--- config.mk ---
export PLATFORM = sky130hd
export DESIGN_NAME = read_bram
export DESIGN_NICKNAME = d
export VERILOG_FILES = /design/src/rtl/pipearch_common.sv /design/src/rtl/bram_read_fifo.sv /design/src/rtl/read_bram.sv
export SDC_FILE = /design/constraint.sdc
export NUM_CORES = 2
export LEC_CHECK = 0
export ABC_CLOCK_PERIOD_IN_PS = 40400
export CAP_MARGIN = 25
export CORE_MARGIN = 5
export CORE_UTILIZATION = 54
export DETAILED_ROUTE_END_ITERATION = 10
export PLACE_DENSITY = 0.74
export SYNTH_ARGS = -nofsm -noshare
export SYNTH_HDL_FRONTEND = slang
export SYNTH_SLANG_ARGS = --single-unit
--- constraint.sdc ---
create_clock -name clk -period 40.4 [get_ports clk]
set_input_delay 8.08 -clock clk [delete_from_list [all_inputs] [get_ports clk]]
set_output_delay 8.08 -clock clk [all_outputs]
set_load 0.01 [all_outputs]
--- src/rtl/pipearch_common.sv ---
// Shared pipeline types: BRAM access descriptor and the read_bram job-state encoding.
package pipearch_common;

  typedef struct packed {
    logic [15:0] length;
    logic [15:0] offset;
  } bram_access_properties;

  typedef enum logic [1:0] {
    RB_IDLE  = 2'd0,
    RB_ISSUE = 2'd1,
    RB_DRAIN = 2'd2
  } t_readbramstate;

endpackage

--- src/rtl/bram_read_fifo.sv ---
// Synchronous first-word-fall-through FIFO; head_data shows the oldest entry whenever empty is low.
module bram_read_fifo #(
  parameter int DATA_WIDTH = 512,
  parameter int DEPTH      = 8
) (
  input  logic                       clk,
  input  logic                       reset,
  input  logic                       push,
  input  logic [DATA_WIDTH-1:0]      push_data,
  input  logic                       pop,
  output logic [DATA_WIDTH-1:0]      head_data,
  output logic [$clog2(DEPTH):0]     count,
  output logic                       empty
);

  localparam int PW = $clog2(DEPTH);
  localparam int CW = PW + 1;

  logic [DATA_WIDTH-1:0] mem [DEPTH];
  logic [PW-1:0]         wr_ptr;
  logic [PW-1:0]         rd_ptr;
  logic [CW-1:0]         count_next;

  assign count_next = count + CW'(push) - CW'(pop);
  assign head_data  = mem[rd_ptr];

  // NOTE: storage is deliberately left out of reset; the pointers and empty
  // flag alone decide what is visible, and a reset-free array maps to RAM.
  always_ff @(posedge clk) begin
    if (push) mem[wr_ptr] <= push_data;
  end

  // NOTE: every register here uses <= so all updates see pre-edge values,
  // which is what makes simultaneous push and pop behave.
  always_ff @(posedge clk) begin
    if (reset) begin
      wr_ptr <= '0;
      rd_ptr <= '0;
      count  <= '0;
      empty  <= 1'b1;
    end else begin
      if (push) wr_ptr <= wr_ptr + 1'b1;
      if (pop)  rd_ptr <= rd_ptr + 1'b1;
      count <= count_next;
      empty <= (count_next == '0);
    end
  end

endmodule

--- src/rtl/read_bram.sv ---
// Streams a contiguous range of BRAM lines into a ready/valid consumer, issuing
// reads only while the output FIFO has room for every line already requested.
module read_bram
  import pipearch_common::*;
#(
  parameter int DATA_WIDTH   = 512,
  parameter int ADDR_WIDTH   = 16,
  parameter int READ_LATENCY = 2,
  parameter int FIFO_DEPTH   = 8
) (
  input  logic                  clk,
  input  logic                  reset,
  input  logic                  op_start,
  input  logic [31:0]           configreg,
  output logic                  op_done,
  output logic                  bram_re,
  output logic [ADDR_WIDTH-1:0] bram_raddr,
  input  logic [DATA_WIDTH-1:0] bram_rdata,
  output logic                  out_valid,
  output logic [DATA_WIDTH-1:0] out_data,
  input  logic                  out_ready
);

  localparam int CW = $clog2(FIFO_DEPTH) + 1;

  t_readbramstate        state;
  bram_access_properties props;
  logic [15:0]           issued;
  logic [15:0]           popped;
  logic [READ_LATENCY-1:0] vpipe;
  logic [CW-1:0]         inflight;
  logic [CW-1:0]         fifo_count;
  logic                  fifo_empty;
  logic                  push;
  logic                  pop;
  logic [CW:0]           occ_next;
  logic                  credit;

  assign push      = vpipe[READ_LATENCY-1];
  assign out_valid = !fifo_empty;
  assign pop       = out_valid && out_ready;

  // Lines owed to the FIFO after this edge: still in the BRAM pipe plus stored.
  assign occ_next = {1'b0, inflight} + {1'b0, fifo_count}
                  + (CW+1)'(bram_re) - (CW+1)'(pop);
  assign credit   = occ_next < (CW+1)'(FIFO_DEPTH);

  always_ff @(posedge clk) begin
    if (reset) begin
      vpipe    <= '0;
      inflight <= '0;
    end else begin
      vpipe[0] <= bram_re;
      for (int i = 1; i < READ_LATENCY; i++) vpipe[i] <= vpipe[i-1];
      inflight <= inflight + CW'(bram_re) - CW'(push);
    end
  end

  always_ff @(posedge clk) begin
    if (reset) begin
      state      <= RB_IDLE;
      props      <= '0;
      issued     <= '0;
      popped     <= '0;
      bram_re    <= 1'b0;
      bram_raddr <= '0;
      op_done    <= 1'b0;
    end else begin
      op_done <= 1'b0;
      bram_re <= 1'b0;
      if (pop) popped <= popped + 16'd1;
      case (state)
        RB_IDLE: begin
          if (op_start) begin
            props.offset <= 16'(configreg[ADDR_WIDTH-1:0]);
            props.length <= configreg[31:16];
            popped       <= '0;
            if (configreg[31:16] == 16'd0) begin
              issued  <= '0;
              op_done <= 1'b1;
            end else begin
              // The first read goes out immediately; the FIFO is empty here.
              issued     <= 16'd1;
              bram_re    <= 1'b1;
              bram_raddr <= configreg[ADDR_WIDTH-1:0];
              state      <= (configreg[31:16] == 16'd1) ? RB_DRAIN : RB_ISSUE;
            end
          end
        end
        RB_ISSUE: begin
          if (credit) begin
            bram_re    <= 1'b1;
            bram_raddr <= ADDR_WIDTH'(props.offset + issued);
            issued     <= issued + 16'd1;
            if (issued + 16'd1 == props.length) state <= RB_DRAIN;
          end
        end
        RB_DRAIN: begin
          if (pop && (popped + 16'd1 == props.length)) begin
            state   <= RB_IDLE;
            op_done <= 1'b1;
          end
        end
        default: state <= RB_IDLE;
      endcase
    end
  end

  bram_read_fifo #(
    .DATA_WIDTH(DATA_WIDTH),
    .DEPTH     (FIFO_DEPTH)
  ) u_fifo (
    .clk      (clk),
    .reset    (reset),
    .push     (push),
    .push_data(bram_rdata),
    .pop      (pop),
    .head_data(out_data),
    .count    (fifo_count),
    .empty    (fifo_empty)
  );

endmodule

After elaboration in Yosys (flattened, before gate mapping)
Memories as Yosys holds them, arrays and structs flattened. A register that Yosys moved wholly into a read port is not among the register bits.
Index checks and enable logic that the tools add are counted.

cells by class
  $add $sub $neg = 12
  magnitude comparators = 1
  eq/ne operators = 10
  multiplexer cells = 30
  reductions and logical operators = 11

operators by type and width
  kind                   count
  $mux 16                8
  $pmux 16 s2            2
  $add 16x1->16 const B  2
  $eq 16x16->1           2
  $add 16x16->16         1
  $eq 16x1->1 const B    1
  $logic_not 16->1       1
  $mux 2                 6
  $ne 2x2->1 const B     5
  $mux 1                 9
  $add 4x1->4            2
  $sub 4x1->4            2
  $add 3x1->3 const B    2
  $mux 3                 2
  $pmux 2 s3             1
  $add 4x4->5            1
  $add 5x1->5            1
  $lt 5x4->1 const B     1
  $reduce_and 5->1       1
  $sub 5x1->5            1
  $logic_not 4->1        1
  $pmux 1 s2             2
  $reduce_and 4->1       1
  $reduce_and 3->1       1
  other kinds (7)        8

word-level totals
  register bits after elaboration = 101
  bits in writable memories = 4,096
  memories = 1

memories
  name        words  bits a word  read ports  clocked after Yosys merged registers in  write ports  RTL line              source
  u_fifo.mem  8      512          1           1                                        1            bram_read_fifo.sv:19  logic [DATA_WIDTH-1:0] mem [DEPTH];

Longest topological paths before layout
  word-level depth = 6
  depth in mapped cells = 15
  mapped depth without buffers = 13

By module
Synthesis repeated with hierarchy kept, for this count alone.

unflattened totals
  cells, all modules = 6,720
  area, all modules = 159,650.6 um^2

by module, submodules not included
  module          instances  cells an instance  area each (um^2)  sequential area each (um^2)
  bram_read_fifo  1          5,984              153,955.2         123,278.2
  read_bram       1          736                5,695.5           1,801.7

Least setup slack after synthesis
No wires, ideal clock.

  kind = flip-flop to flip-flop
  start = reg vpipe[1]
  end = mem u_fifo.mem[0][0] (enable)
  library setup time = 2,017 ps
  data arrival time = 34,942 ps
  path slack = 3,441 ps
  stages on the path, launching flop included = 3
  period minus slack after synthesis = 36,959 ps
  path through = dfxtp_1 nand2b_1 nor3_1

between the ends
  word-level cells in the longest chain between the ends = 2

RTL lines
  what                          RTL line              source
  from (decl)                   read_bram.sv:30       logic [READ_LATENCY-1:0] vpipe;
  from (signal assigned)        read_bram.sv:50       vpipe <= '0;
  $mux 1                        bram_read_fifo.sv:30  if (push) mem[wr_ptr] <= push_data;
  $mux 1 (implied by the code)  bram_read_fifo.sv:30
  to (decl)                     bram_read_fifo.sv:19

No other way between the ends.

==> impl_metrics.csv <==
group,metric,value,unit
status,status,"completed",
power_and_ir_drop,irDropWorstVdd,48.17,µV
worst_setup_path,cp.required,32.32,ns
power_and_ir_drop,power,0.01028,W
layout,finalNonFillerCells,12370,
worst_setup_path,cp-end-kind,"output pin",
yosys,yosysWarnings,0,
drt,vias,74910,
floorplan,num_rows,199,
yosys,avgSynthCellArea,23.65,µm²
power_and_ir_drop,p_leak,58.00,nW
min_path,hold_class,"flop to flop",
sta,max_slew_margin,0.1556,
sta,final.setup.tns,0,ns
sta,rsz0062_at_grt,"no",
power_and_ir_drop,power.density,54.43,nW/µm²
clock_network,clock-sinks,4200,
drt,firstDrtPassIters,7,
yosys,synth_edf_count,4096,
floorplan,coreArea,293800,µm²
layout,layout.area.seq,125100,µm²
sta,hold_viol,0,
sta,worst_pin_slew,1.267,ns
yosys,netlist_area,159300,µm²
layout,layout_commonest_cell,"edfxtp_1",
run,cap_violations,0,
sta,fin_crit_sh,0.3625,
worst_setup_path,arrival,6.57,ns
layout,final_area,188900,µm²
clock_network,path_clk_slew,0.06,ns
yosys,syn_inst,6735,
layout,final_cell_mix,"edfxtp_1 (4,096), clkdlybuf4s50_1 (1,077), mux4_2 (1,024)",
yosys,synth_top_flop_cell,"edfxtp_1",
floorplan,die_w,553.2,µm
floorplan,die_area,306000,µm²
worst_setup_path,worst-path-max-fanout,102,
layout,fillers,18680,
grt,antenna_found_initial,143,
clock_network,htreeDepth,5,
yosys,ys_seq_elements,4200,
drt,routed_wirelength,369200,µm
placement,gp_congestion,0.8304,
clock_network,cts_tree,"done",
clock_network,clockBufferDepth,4,
yosys,synth_fp_nets,7321,
layout,nets,8617,
grt,track_usage,0.2373,
drt,drtIter0Drc,7715,
clock_network,clkLatencyLatePin,0.98,ns
placement,io_buffers,1078,
floorplan,start_util,0.5422,
drt,post-route-drc-count,0,
drt,drtAntennaViolNets,0,
clock_network,cts_setup_buffers,0,
worst_setup_path,rrSetupSlack,35.15,ns
floorplan,die_height,553.2,µm
clock_network,cts-resized-gates,0,
yosys,ys_async_sr_fraction,0,
yosys,ys_seq_area_frac,0.7851,
yosys,ys_types,69,
worst_setup_path,path_class,"flop to output pin",
grt,grt_max_degree,167,
worst_setup_path,critPathLaunchType,"flop",
placement,hpwl,214500,µm
layout,synthToLayoutAreaGrowth,18.55,%
clock_network,cts-buffers-inserted,415,
drt,wl_per_cell,29.85,µm
grt,grt_pass1_vias,76950,
placement,placed_area,174900,µm²
sta,period_needed,14.65,ns
clock_network,postCtsHoldBufs,0,
floorplan,io_pins,1079,
layout,multi_input_area,32850,µm²
grt,grt_overflow,0,
layout,drive_gt1_frac,0.2718,
placement,dp_cells,11520,
clock_network,cts_root_buffer,"clkbuf_16",
sta,setup_violations,0,
grt,grt_pass1_wl,537900,µm
drt,vias_per_cell,6.057,
sta,finClkSkew,0.08584,ns
sta,maxSlewViolCount,0,
sta,fmax,68.28,MHz
cell type report:
cell class	count	share of cell area
timing repair buffer	1209	0.06480
inverter	37	0.0007354
clock buffer	520	0.05784
tap	3919	0.02596
clock inverter	243	0.01347
sequential	4200	0.6623
multi-input combinational	2168	0.1739
antenna	70	0.0009275
critical path, cell delays in order, from the launching register on:
cell             delay, ns
dfxtp_4               0.92
buf_4                 0.81
buf_12                0.65
buf_4                 0.77
buf_4                 0.72
mux4_2                0.59
mux2_2                0.29
clkdlybuf4s50_1       0.61
power by group:
part	switching, W	internal, W	total, W
combinational	0.000770	0.000887	0.00166
sequential	0.0000294	0.00482	0.00485
clock	0.00162	0.00215	0.00377
total	0.00242	0.00786	0.0103
per-stage QoR:
| stage | setup slack [ns] | hold slack, ns | utilization |
|---|---|---|---|
| global placement | 26.44 | 0.4272 | 0.5953 |
| CTS | 25.33 | 0.4608 | 0.6413 |
| finish | 25.75 | 0.4495 | 0.6428 |
| global route | 25.04 | 0.4799 | 0.6426 |
| floorplan | 3.441 | 0.4138 | - |
| detailed placement | 26.36 | 0.4410 | 0.5954 |
layer usage:
layer	routed length, µm	up-vias	global-route usage
met3	31480	687	0.06488
li1	-	31260	-
met4	15490	76	0.09517
met1	138500	39750	0.3097
met5	491	-	0
met2	183200	3141	0.3837
flip-flops by register name, summed over array words and instances (netlist names), named ones only:
signal and count:
u_fifo.mem 4096, props 32, bram_raddr 16, issued 16, popped 16, inflight 4, u_fifo.count 4, u_fifo.rd_ptr 3
u_fifo.wr_ptr 3, state 2, vpipe 2, bram_re 1, op_done 1, u_fifo.empty 1
logic make-up (layout without fill, tap and decap cells):
family | count (synthesis) | in the layout | synth area share
and+or+nand+nor | 345 | 345 | 0.01080
buffers and inverters | 367 | 2009 | 0.009040
adders and majority gates | 38 | 38 | 0.003126
muxes | 1541 | 1541 | 0.1813
AOI/OAI and AO/OA | 175 | 175 | 0.006864
other | 0 | 70 | 0
DFF | 4200 | 4200 | 0.7851
xor gates and xnor gates | 69 | 69 | 0.003793
cells in the mapped netlist (all sizes together), types with 8 or more instances:
cell type  instances  share of area
inv               37        0.00087
a211oi            17        0.00083
nor4              15        0.00067
nor2              82         0.0020
mux4            1024           0.14
clkbuf           226         0.0053
mux2             512          0.036
nand3             24        0.00086
o21ai             29        0.00091
or4                8        0.00040
or3               19        0.00075
nor3              25        0.00079
a21oi             74         0.0023
nand2            109         0.0026
buf              104         0.0028
dfxtp            104          0.013
xnor2             43         0.0024
nand4             12        0.00051
edfxtp          4096           0.77
xor2              26         0.0014
nor2b             11        0.00043
nand2b             8        0.00031
ha                35         0.0027
path summary, 6_finish.rpt:
check,startpoint,endpoint,cells past startpoint
setup / recovery,flop,out_data[455],7
hold reg to reg,u_fifo.rd_ptr[1],flop,2
hold / removal,u_fifo.rd_ptr[1],flop,2
setup reg to reg,vpipe[1],u_fifo.mem[4][427],6
(Power assumes the default switching activity.)
